==> src/rtl/keyboard_pkg.sv <==
`default_nettype none
// ============================================================================
//  Module      : keyboard_pkg
//  Description : Shared constants, register-select encoding and the key
//                normalisation helpers for the Apple-1 keyboard port.
//  Revision    : 1.0  initial release
// ============================================================================
package keyboard_pkg;

    // Bit positions inside the KBDCR status byte
    localparam int READY = 7;
    localparam int OVF   = 0;

    // Bit 7 set on the data byte marks a valid Apple-1 key
    localparam logic [7:0] KBD_READY_MASK = 8'h80;

    // Character constants, 7-bit ASCII
    localparam logic [6:0] LF         = 7'h0A;
    localparam logic [6:0] DEL        = 7'h7F;
    localparam logic [6:0] UNDERSCORE = 7'h5F;

    // Lower-case range folded onto upper case
    localparam logic [6:0] LOWER_A    = 7'h61;
    localparam logic [6:0] LOWER_Z    = 7'h7A;
    localparam logic [6:0] CASE_DELTA = 7'h20;

    // CPU register select on the single address line
    typedef enum logic {
        ADDR_KBD   = 1'b0,
        ADDR_KBDCR = 1'b1
    } kbd_reg_e;

    // Map a 7-bit key to the Apple-1 upper-case character set
    function automatic logic [6:0] kbd_normalise(input logic [6:0] k);
        logic [6:0] r;
        r = k;
        if ((k >= LOWER_A) && (k <= LOWER_Z)) begin
            r = k - CASE_DELTA;
        end else if (k == DEL) begin
            r = UNDERSCORE;
        end
        return r;
    endfunction

    // Line feed is swallowed: the Apple-1 only ever uses CR
    function automatic logic kbd_is_dropped(input logic [6:0] k);
        return (k == LF);
    endfunction

endpackage : keyboard_pkg
`default_nettype wire

==> src/rtl/kbd_fifo_mem.sv <==
`default_nettype none
// ============================================================================
//  Module      : kbd_fifo_mem
//  Description : DEPTH x 7 key storage, one synchronous write port and one
//                asynchronous read port.
//  Revision    : 1.0  initial release
// ============================================================================
module kbd_fifo_mem #(
    parameter int DEPTH = 16,
    parameter int AW    = 4
) (
    input  logic          clk,
    input  logic          we,
    input  logic [AW-1:0] waddr,
    input  logic [6:0]    wdata,
    input  logic [AW-1:0] raddr,
    output logic [6:0]    rdata
);

    logic [6:0] r_mem [DEPTH];

    // Store one key per accepted push; contents need no reset, the
    // pointers and count decide what is valid
    always_ff @(posedge clk) begin
        if (we) begin
            r_mem[waddr] <= wdata;
        end
    end

    assign rdata = r_mem[raddr];

endmodule : kbd_fifo_mem
`default_nettype wire

==> src/rtl/keyboard_port.sv <==
`default_nettype none
// ============================================================================
//  Module      : keyboard_port
//  Description : Apple-1 keyboard input: normalises host key bytes, buffers
//                them in a FIFO and exposes the PIA KBD / KBDCR pair.
//  Revision    : 1.0  initial release
// ============================================================================
module keyboard_port
    import keyboard_pkg::*;
#(
    parameter int DEPTH = 16,
    parameter int AW    = 4
) (
    input  logic       clk,
    input  logic       reset,
    input  logic       cpu_clken,
    input  logic       key_valid,
    input  logic [7:0] key_data,
    output logic       key_ready,
    input  logic       kbd_flush,
    input  logic       address,
    input  logic       r_en,
    output logic [7:0] dout
);

    localparam logic [AW:0]   C_DEPTH   = (AW+1)'(DEPTH);
    localparam logic [AW:0]   C_CNT_ONE = (AW+1)'(1);
    localparam logic [AW-1:0] C_PTR_ONE = AW'(1);

    logic [AW-1:0] r_wr_ptr;
    logic [AW-1:0] r_rd_ptr;
    logic [AW:0]   r_count;
    logic          r_ovf;

    logic          w_empty;
    logic          w_full;
    logic [6:0]    w_key;
    logic [6:0]    w_norm;
    logic          w_drop;
    logic          w_pop;
    logic          w_push;
    logic          w_status_rd;
    logic          w_ovf_set;
    logic          w_we;
    logic [6:0]    w_head;
    logic          w_unused_bit7;

    // Bit 7 of the host byte carries no meaning for the Apple-1
    assign w_unused_bit7 = key_data[7];

    assign w_key   = key_data[6:0];
    assign w_norm  = kbd_normalise(w_key);
    assign w_drop  = kbd_is_dropped(w_key);

    assign w_empty = (r_count == '0);
    assign w_full  = (r_count == C_DEPTH);

    // A pop frees a slot in the same cycle, so a full FIFO can still accept
    assign w_pop       = cpu_clken & r_en & (address == ADDR_KBD) & ~w_empty;
    assign key_ready   = ~w_full | w_pop;
    assign w_push      = key_valid & key_ready & ~w_drop;
    assign w_status_rd = cpu_clken & r_en & (address == ADDR_KBDCR);
    assign w_ovf_set   = key_valid & w_full & ~w_pop;
    assign w_we        = w_push & ~kbd_flush;

    kbd_fifo_mem #(
        .DEPTH (DEPTH),
        .AW    (AW)
    ) u_mem (
        .clk   (clk),
        .we    (w_we),
        .waddr (r_wr_ptr),
        .wdata (w_norm),
        .raddr (r_rd_ptr),
        .rdata (w_head)
    );

    // Pointer and occupancy bookkeeping; flush behaves exactly like reset
    always_ff @(posedge clk) begin
        if (reset || kbd_flush) begin
            r_wr_ptr <= '0;
            r_rd_ptr <= '0;
            r_count  <= '0;
        end else begin
            if (w_push) begin
                r_wr_ptr <= r_wr_ptr + C_PTR_ONE;
            end
            if (w_pop) begin
                r_rd_ptr <= r_rd_ptr + C_PTR_ONE;
            end
            if (w_push && !w_pop) begin
                r_count <= r_count + C_CNT_ONE;
            end else if (w_pop && !w_push) begin
                r_count <= r_count - C_CNT_ONE;
            end
        end
    end

    // Sticky overflow flag: a new loss beats a simultaneous status read
    always_ff @(posedge clk) begin
        if (reset || kbd_flush) begin
            r_ovf <= 1'b0;
        end else if (w_ovf_set) begin
            r_ovf <= 1'b1;
        end else if (w_status_rd) begin
            r_ovf <= 1'b0;
        end
    end

    // CPU read mux, no latency
    always_comb begin
        dout = 8'h00;
        if (address == ADDR_KBDCR) begin
            dout[READY] = ~w_empty;
            dout[OVF]   = r_ovf;
        end else if (!w_empty) begin
            dout = KBD_READY_MASK | {1'b0, w_head};
        end
    end

endmodule : keyboard_port
`default_nettype wire
==> config.mk <==
export PLATFORM = sky130hd
export DESIGN_NAME = keyboard_port
export DESIGN_NICKNAME = d
export VERILOG_FILES = /design/src/rtl/keyboard_pkg.sv /design/src/rtl/kbd_fifo_mem.sv /design/src/rtl/keyboard_port.sv
export SDC_FILE = /design/constraint.sdc
export NUM_CORES = 1
export LEC_CHECK = 0
export CELL_PAD_IN_SITES_DETAIL_PLACEMENT = 1
export CELL_PAD_IN_SITES_GLOBAL_PLACEMENT = 2
export CORE_ASPECT_RATIO = 1.75
export CORE_MARGIN = 2
export CORE_UTILIZATION = 48
export DETAILED_ROUTE_END_ITERATION = 12
export DONT_BUFFER_PORTS = 1
export GPL_ROUTABILITY_DRIVEN = 1
export PLACE_DENSITY = 0.87
export SLEW_MARGIN = 15
export SYNTH_ARGS = -nofsm -noshare
export SYNTH_HDL_FRONTEND = slang
export SYNTH_HIERARCHICAL = 1
export SYNTH_SLANG_ARGS = --single-unit
==> constraint.sdc <==
create_clock -name clk -period 3.4 [get_ports clk]
set_input_delay 0.85 -clock clk [delete_from_list [all_inputs] [get_ports clk]]
set_output_delay 0.85 -clock clk [all_outputs]
set_load 0.005 [all_outputs]
# Yosys cells after proc, flatten, opt, wreduce, memory -nomap -nowiden
# Memory sizes are Yosys's and may differ from the RTL's. A register that Yosys moved wholly into a read port is not among the register bits.
# Index checks and enable logic that the tools add are counted.
[classes]
n_addsub = 5
order_cmp = 2
n_eq_ne = 3
muxes = 14
bitwise = 16
n_reduce_logical = 9
[ops]
columns = ["operator", "count"]
rows = [
  ["7-bit two-way mux", 2],
  ["5-bit two-way mux", 2],
  ["1-bit bitwise AND", 9],
  ["4-bit by 1-bit adder with 4-bit output (second input constant)", 2],
  ["4-bit two-way mux", 2],
  ["8-bit two-way mux", 1],
  ["7-bit by 4-bit equality test with 1-bit output (second input constant)", 1],
  ["7-bit equality test (second input constant)", 1],
  ["7-bit greater-or-equal comparator (second input constant)", 1],
  ["7-bit <= comparator (second input constant)", 1],
  ["7-bit by 6-bit subtractor with 7-bit output (second input constant)", 1],
  ["1-bit two-way mux", 6],
  ["6-bit two-way mux", 1],
  ["1-bit inverter", 6],
  ["5-bit by 1-bit adder with 5-bit output (second input constant)", 1],
  ["5-bit equality test (second input constant)", 1],
  ["5-bit zero test", 1],
  ["5-bit by 1-bit subtractor with 5-bit output (second input constant)", 1],
  ["2-bit nonzero test", 2],
  ["1-bit logical AND", 3],
  ["1-bit zero test", 2],
  ["1-bit logical OR", 1],
  ["1-bit OR", 1],
]
[word_totals]
ff_bits = 14
ramBits = 112
inputBits = 15
output_inout_bits = 9
wordCells = 54
mem_count = 1
[memory_table]
columns = ["name", "words", "width", "read_ports", "rd_clocked_by_memory_dff", "wr", "line_no", "text"]
rows = [
  ["u_mem.r_mem", 16, 7, 1, 1, 1, "kbd_fifo_mem.sv:20", "logic [6:0] r_mem [DEPTH];"],
]

# Logic depth before layout (Yosys ltp)
# Gate-level depths: netlist of the first run.
[depth]
word_depth = 10
mapped_depth = 11

# Modules after synthesis
# Netlist of the first run, hierarchy kept.
[by_module_without_submodules]
columns = ["module", "instances", "cells_each", "area_each_um2", "seq_area_each_um2"]
rows = [
  ["kbd_fifo_mem", 1, 196, 4390.5, 3363.2],
  ["keyboard_port", 1, 117, 983.4, 280.3],
]

# Least setup slack after synthesis of the first run
# OpenSTA, ideal clock, no wires.
[synth_timing]
path_type = "input-to-reg"
from = "input port address"
to = "memory u_mem.r_mem[0][0] (enable)"
setup_ps = 380
arrival_time_ps = 2626
slack_ps = 394
path_stages = 6
path_buffers = 1
cell_sequence = "nand3b_1 -> and3_1 -> buf_6 -> nor3_1 -> or3b_2 -> nor3_1"
[synth_via]
elab_chain_cells = 9
[synth_rtl]
columns = ["element", "line_no", "text"]
rows = [
  ["start, declared", "keyboard_port.sv:21", "input logic address,"],
  ["1-bit inverter", "keyboard_port.sv:59", "assign w_pop = cpu_clken & r_en & (address == ADDR_KBD) & ~w_empty;"],
  ["1-bit bitwise AND (2 in series)", "keyboard_port.sv:59", ""],
  ["1-bit OR", "keyboard_port.sv:60", "assign key_ready = ~w_full | w_pop;"],
  ["1-bit bitwise AND (2 in series)", "keyboard_port.sv:61", "assign w_push = key_valid & key_ready & ~w_drop;"],
  ["1-bit bitwise AND", "keyboard_port.sv:64", "assign w_we = w_push & ~kbd_flush;"],
  ["named net w_we", "keyboard_port.sv:44", "logic w_we;"],
  ["1-bit two-way mux", "kbd_fifo_mem.sv:25", "if (we) begin"],
  ["1-bit two-way mux (not written as such)", "kbd_fifo_mem.sv:26", "r_mem[waddr] <= wdata;"],
  ["end, declared", "kbd_fifo_mem.sv:20", ""],
]
# The timed path passes the listed nets, and every way through them passes these cells.

==> results.ini, run 1 <==
[routing]
viasPerCell=5.99
wl_per_cell_um=24.0
dr.pass1.iters=4
drc=0
antenna_left=0
drt-initial-drc-count=212
vias=2880
drt_wl_total_um=11600

[global_routing]
grt_pass1_vias=3102
grt_max_degree=22
overflow=0
grt_pass1_wl_um=17900
track_usage=0.206
antenna_found_initial=0

[setup_path]
cp_data_arrival_time_ns=2.38
path_delay_family=flip-flops
path_max_fanout=13
cp_cell_sequence=buf_4, mux4_1, a22oi_1, nand2_1, a22o_2
r2r_slack_ns=0.68
timing.critical_path.buf_inv=1
path_depth=5
critPathMaxStageDelay_ns=0.76
end_kind=primary output
worstReg2RegStart=r_count[0]
startpoint_type=flip-flop
required_ns=2.55
crit_slowest_cell=dfxtp_1
crit_type=flip-flop to primary output
rr_endpoint=r_count[4]
rr_worst_depth=11

[layout]
area_growth_pct=14.4
drive_above_1_share=0.201
num_antenna_cells=0
nets=360

[sta]
min_period_ns=3.23
min_period_over_period=0.950
fin_setup_tns_ns=0
setup_viol=0
tightest_slew_ns=0.732
slew_headroom=0.510
hold_violations=0
max_freq_ghz=0.309
rsz0062_at_grt=no
slew_viol_final=0
fin_worst_skew_ns=0.0124

[worst_hold_path]
min_path_type=flip-flop to flip-flop
hold_depth=2
hold_path_end=r_count[4]
min_from=r_count[4]

[synthesis]
synth_area_sq_um=5370
ys_seq_elements=126
synth_top_area_cell=edfxtp_1
synth.area.top_cells=edfxtp_1 (63%), mux4_1 (8.3%), dfxtp_1 (5.2%)
ys_top_cells_by_count=edfxtp_1 (112), nor2_1 (28), mux4_1 (17), a22oi_1 (15), nand2_1 (15)
synth_most_common_cell=edfxtp_1
synth_top_area_frac=0.626
yosys_warnings=6
synth_enable_flop_cells=112
async_flop_share=0
syn_inst=313
syn_area_per_cell_sq_um=17.2
seq_area_frac_synth=0.678
ys_types=45
syn-num-nets=336
yosys_most_used_dff=edfxtp_1

[floorplanning]
dieArea_sq_um=12100
core_area_sq_um=11000
core.rowCount=51
fp.dieH_um=144
start_util=0.487
die_w_um=84.0
ios=24

[cts]
cts.sinks=126
cts_inserted_buffers=17
cts_buffer_depth=2
post-cts-setup-buffer-count=0
ctsRootBufferMaster=clkbuf_16
cts_tree=yes
htree_levels=4
clk_pin_slew_worst_paths_ns=0.05
clk_latency_ns=0.40

[run_status]
outcome=completed

[placement]
io_buffers=0
hpwl_um=7810
routabilityCongestion=0.749

[job]
max_cap_violations=0

[power_and_ir_drop]
powerDensity_nw_per_um2=578
finalPower_mw=3.55
leakagePower_nw=2.06
vdd_drop_max_v=0.000475

## placed cells by master (no fill, tap or decap), types with 3 or more instances in the layout
cell	count
ha_1	7
o21ai_0	3
nand2_1	15
and2_1	7
buf_4	21
mux4_1	17
a21oi_1	7
dfxtp_1	13
edfxtp_1	112
nand3b_1	3
mux2i_1	6
clkinv_2	6
nor2_1	28
mux4_2	11
clkbuf_16	17
a22oi_1	15
inv_1	6
nor3_1	5
xnor2_1	4
nand3_1	6
## metrics by stage
step | std cells | setup WS [ns] | hold slack (ns) | util | instance area [sq um]
5_1_grt | 481 | 0.0227 | 0.518 | 0.557 | 6150
3_5_place_dp | 450 | 0.272 | 0.475 | 0.507 | 5590
2_1_floorplan | 313 | 0.394 | 0.447 | - | 5370
4_1_cts | 481 | 0.0529 | 0.483 | 0.557 | 6150
3_3_place_gp | 450 | 0.332 | 0.471 | 0.507 | 5590
6_report | 481 | 0.169 | 0.478 | 0.557 | 6150
## layer usage
layer	vias up	GRT usage	share of wire	wire, um
li1	1309	-	-	-
met1	1484	0.245	0.40	4670
met2	71	0.339	0.54	6190
met3	16	0.0565	0.035	410
met4	0	0.113	0.025	287
met5	-	0	0	0
## state kept, by name, summed over array words and instances, names as in the netlist
signal / cells
r_count: 5
r_ovf: 1
r_rd_ptr: 4
r_wr_ptr: 4
u_mem/r_mem: 112
## worst reg2reg max path: cells and delay by family, from the launching register on
family | cells | cell delay [ns]
buffers and inverters | 3 | 0.29
flip-flops | 1 | 0.37
AND/OR/NAND/NOR | 1 | 0.44
adder cells (fa/ha/maj) | 2 | 0.56
multiplexers | 2 | 0.44
AO/OA/AOI/OAI | 3 | 0.56
## area by class of cell
type                    instances  area, sq um
fillers                      1017         4890
well taps                     132          165
flip-flops and latches        126         3650
repair buffers                 21          158
clock inverters                12          123
multi-input cells             165         1600
inverters                       6         22.5
clock buffers                  19          433
## kinds of logic after synthesis
group / synth area share
DFF: 0.678
and+or+nand+nor: 0.0738
AOI/OAI and AO/OA: 0.0540
muxes: 0.140
buffers and inverters: 0.0240
adders and majority gates: 0.0200
xor gates and xnor gates: 0.00978
## worst max-delay path by stage
| stage | start | end | slack, ns |
|---|---|---|---|
| floorplan | address | u_mem/r_mem[0][0] | 0.39 |
| global placement | address | r_count[4] | 0.33 |
| detailed placement | address | r_count[4] | 0.27 |
| CTS | r_rd_ptr[0] | dout[5] | 0.05 |
| global route | r_rd_ptr[1] | dout[0] | 0.02 |
| finish | r_rd_ptr[1] | dout[0] | 0.17 |
## power breakdown
| group | total [mW] | switching, mW | internal, mW |
|---|---|---|---|
| Combinational | 0.141 | 0.0791 | 0.0624 |
| Clock | 1.70 | 0.631 | 1.07 |
| Sequential | 1.71 | 0.0122 | 1.70 |
| Total | 3.55 | 0.722 | 2.83 |
## timing repair
action | in CTS | in global routing
resized for setup | 0 | 1
hold buffers | 0 | 0
endpoints found under the hold margin | 0 | 0
endpoints found under the setup margin | 0 | 1
Power figures use the tool's default switching activity.
==> run 2: changes to the inputs <==
--- a/config.mk
+++ b/config.mk
@@ -9,11 +9,12 @@
 export CELL_PAD_IN_SITES_GLOBAL_PLACEMENT = 2
 export CORE_ASPECT_RATIO = 1.75
 export CORE_MARGIN = 2
-export CORE_UTILIZATION = 48
+export CORE_UTILIZATION = 50
+export CTS_BUF_LIST = sky130_fd_sc_hd__clkbuf_2
 export DETAILED_ROUTE_END_ITERATION = 12
 export DONT_BUFFER_PORTS = 1
 export GPL_ROUTABILITY_DRIVEN = 1
-export PLACE_DENSITY = 0.87
+export PLACE_DENSITY = 0.9
 export SLEW_MARGIN = 15
 export SYNTH_ARGS = -nofsm -noshare
 export SYNTH_HDL_FRONTEND = slang
==> constraint.sdc (replaced) <==
create_clock -name clk -period 3.4 [get_ports clk]
set_input_delay 0.51 -clock clk [delete_from_list [all_inputs] [get_ports clk]]
set_output_delay 0.51 -clock clk [all_outputs]
set_load 0.005 [all_outputs]
==> run 2 against run 1 <==
Effect of this change:
- cell count shrank 0.21%
- maximum frequency grew 0.63%
- die area shrank 3.8%
- clock-buffer cell count shrank 2
- combinational power grew 12%
- first-iteration DRC count grew 10%
- clock power shrank 34%
- sequential share of layout area grew 2.4 points
- clock skew grew 0.017 ns
- highest routed layer unchanged
==> results.ini, run 2 (same netlist as run 1, synthesis figures left out) <==
[floorplanning]
ios=24  ; unchanged
dieArea_sq_um=11600  ; -3.8%
core_area_sq_um=10600  ; -4.2%
die_w_um=82.4  ; -1.9%
fp.dieH_um=141  ; -2.0%
core.rowCount=50  ; -2.0%
start_util=0.508  ; +0.0215

[cts]
post-cts-setup-buffer-count=0  ; unchanged
cts_buffer_depth=2  ; unchanged
cts_inserted_buffers=17  ; unchanged
cts_resized=0  ; unchanged
clk_pin_slew_worst_paths_ns=0.17  ; +0.12 ns
htree_levels=4  ; unchanged
cts_tree=yes
cts.sinks=126  ; unchanged
ctsRootBufferMaster=clkbuf_2
ctsHoldBuffers=7  ; +7
clk_latency_ns=0.68  ; +0.28 ns

[layout]
largest_reg_flops=112  ; unchanged
final_common_cell=edfxtp_1
drive_above_1_share=0.183  ; -0.0172
ff_latch_area_sq_um=3640  ; about the same
area_growth_pct=9.92
post-route-cell-area_sq_um=5910  ; -3.9%
utilization=0.559  ; +0.00163
reg_top3=u_mem/r_mem: 112 flops, r_count: 5 flops
multi_input_area_sq_um=1600  ; unchanged
regMostFlops=u_mem/r_mem
final_cell_mix=edfxtp_1 (112), nor2_1 (28), clkbuf_2 (17), mux4_1 (17)
nets=359  ; -0.28%
fillCellCount=970  ; -4.6%

[setup_path]
end_kind=primary output
cp_data_arrival_time_ns=2.70  ; +0.32 ns
required_ns=2.89  ; +0.34 ns
crit_type=flip-flop to primary output
startpoint_type=flip-flop
path_max_fanout=13  ; unchanged

[placement]
io_buffers=0  ; unchanged
place_ws_ns=0.373  ; +0.101 ns
hpwl_um=7970  ; +2.1%
postPlaceCellArea_sq_um=5530  ; -1.1%
routabilityCongestion=0.739  ; -1.2%

[run_status]
outcome=completed

[sta]
fin_setup_tns_ns=0  ; unchanged
rsz0062_at_grt=no
min_period_over_period=0.944  ; -0.00599
tightest_slew_ns=0.779  ; +0.0463 ns
setup_slack_ns=0.189  ; +0.0204 ns
setup_viol=0  ; unchanged
max_freq_ghz=0.311  ; +0.63%
fin_hold_ws_ns=0.0831  ; -0.395 ns
fin_worst_skew_ns=0.0292  ; +0.0167 ns
slew_headroom=0.479  ; -0.0310
min_period_ns=3.21  ; -0.0204 ns
slew_viol_final=0  ; unchanged
hold_violations=0  ; unchanged

[global_routing]
grt_max_degree=17  ; -23%
antenna_found_initial=1  ; +1
grt_pass1_vias=3137  ; +1.1%
track_usage=0.222  ; +0.0163
overflow=0  ; unchanged
grt_pass1_wl_um=18100  ; +1.3%

[routing]
dr.pass1.iters=4  ; unchanged
vias=2962  ; +2.8%
drt_wl_total_um=11600  ; +0.32%
wl_per_cell_um=24.2  ; +0.53%
drt-initial-drc-count=234  ; +10%
antenna_left=0  ; unchanged
viasPerCell=6.17  ; +3.1%
drc=0  ; unchanged

[worst_hold_path]
min_path_type=primary input to flip-flop

[power_and_ir_drop]
vdd_drop_max_v=0.000372  ; -22%
leakagePower_nw=1.93  ; -6.1%
powerDensity_nw_per_um2=505  ; -13%

[job]
max_cap_violations=0  ; unchanged

run 2: layout make-up:
class,count,share of cell area
repair buffers,20,0.0284
clock buffers,17,0.0144
clock inverters,15,0.0373
inverters,6,0.00381
diodes,1,0.000424
well taps,130,0.0275
flip-flops and latches,126,0.617
multi-input cells,165,0.271
run 2: metrics by stage:
step	instances	total power, mW
final	480	2.98
after global routing	480	3.08
after CTS	479	3.01
after detailed placement	440	1.88
after global placement	440	1.87
after floorplan	313	1.85
run 2: layer usage:
metal	track usage	share of wire	vias up	wire (um)
met5	0	0	-	0
met4	0.0895	0.016	0	187
met3	0.0493	0.044	11	506
met2	0.378	0.56	85	6520
met1	0.267	0.38	1557	4380
li1	-	-	1309	-
run 2: worst paths after layout:
kind | start | endpoint | slack [ns] | cells after the start
worst min register to register | r_count[4] | r_count[4] | 0.50 | 2
worst max register to register | r_count[0] | r_count[4] | 0.49 | 10
worst min-delay path | reset | r_count[4] | 0.08 | 3
worst max-delay path | r_rd_ptr[0] | dout[6] | 0.19 | 5
run 2: worst max-delay path, stage by stage, from the launching register on:
cell	delay (ns)
dfxtp_2	0.63
buf_4	0.27
mux4_1	0.57
a22oi_1	0.32
nand2_1	0.09
and2_1	0.16
run 2: report_power, final:
part           internal, mW  leakage [nW]  total, mW  switching [mW]
Combinational        0.0633         0.644      0.158          0.0951
Clock                 0.553         0.164       1.12           0.562
Sequential             1.70          1.12       1.71          0.0119
Total                  2.32          1.93       2.98           0.669
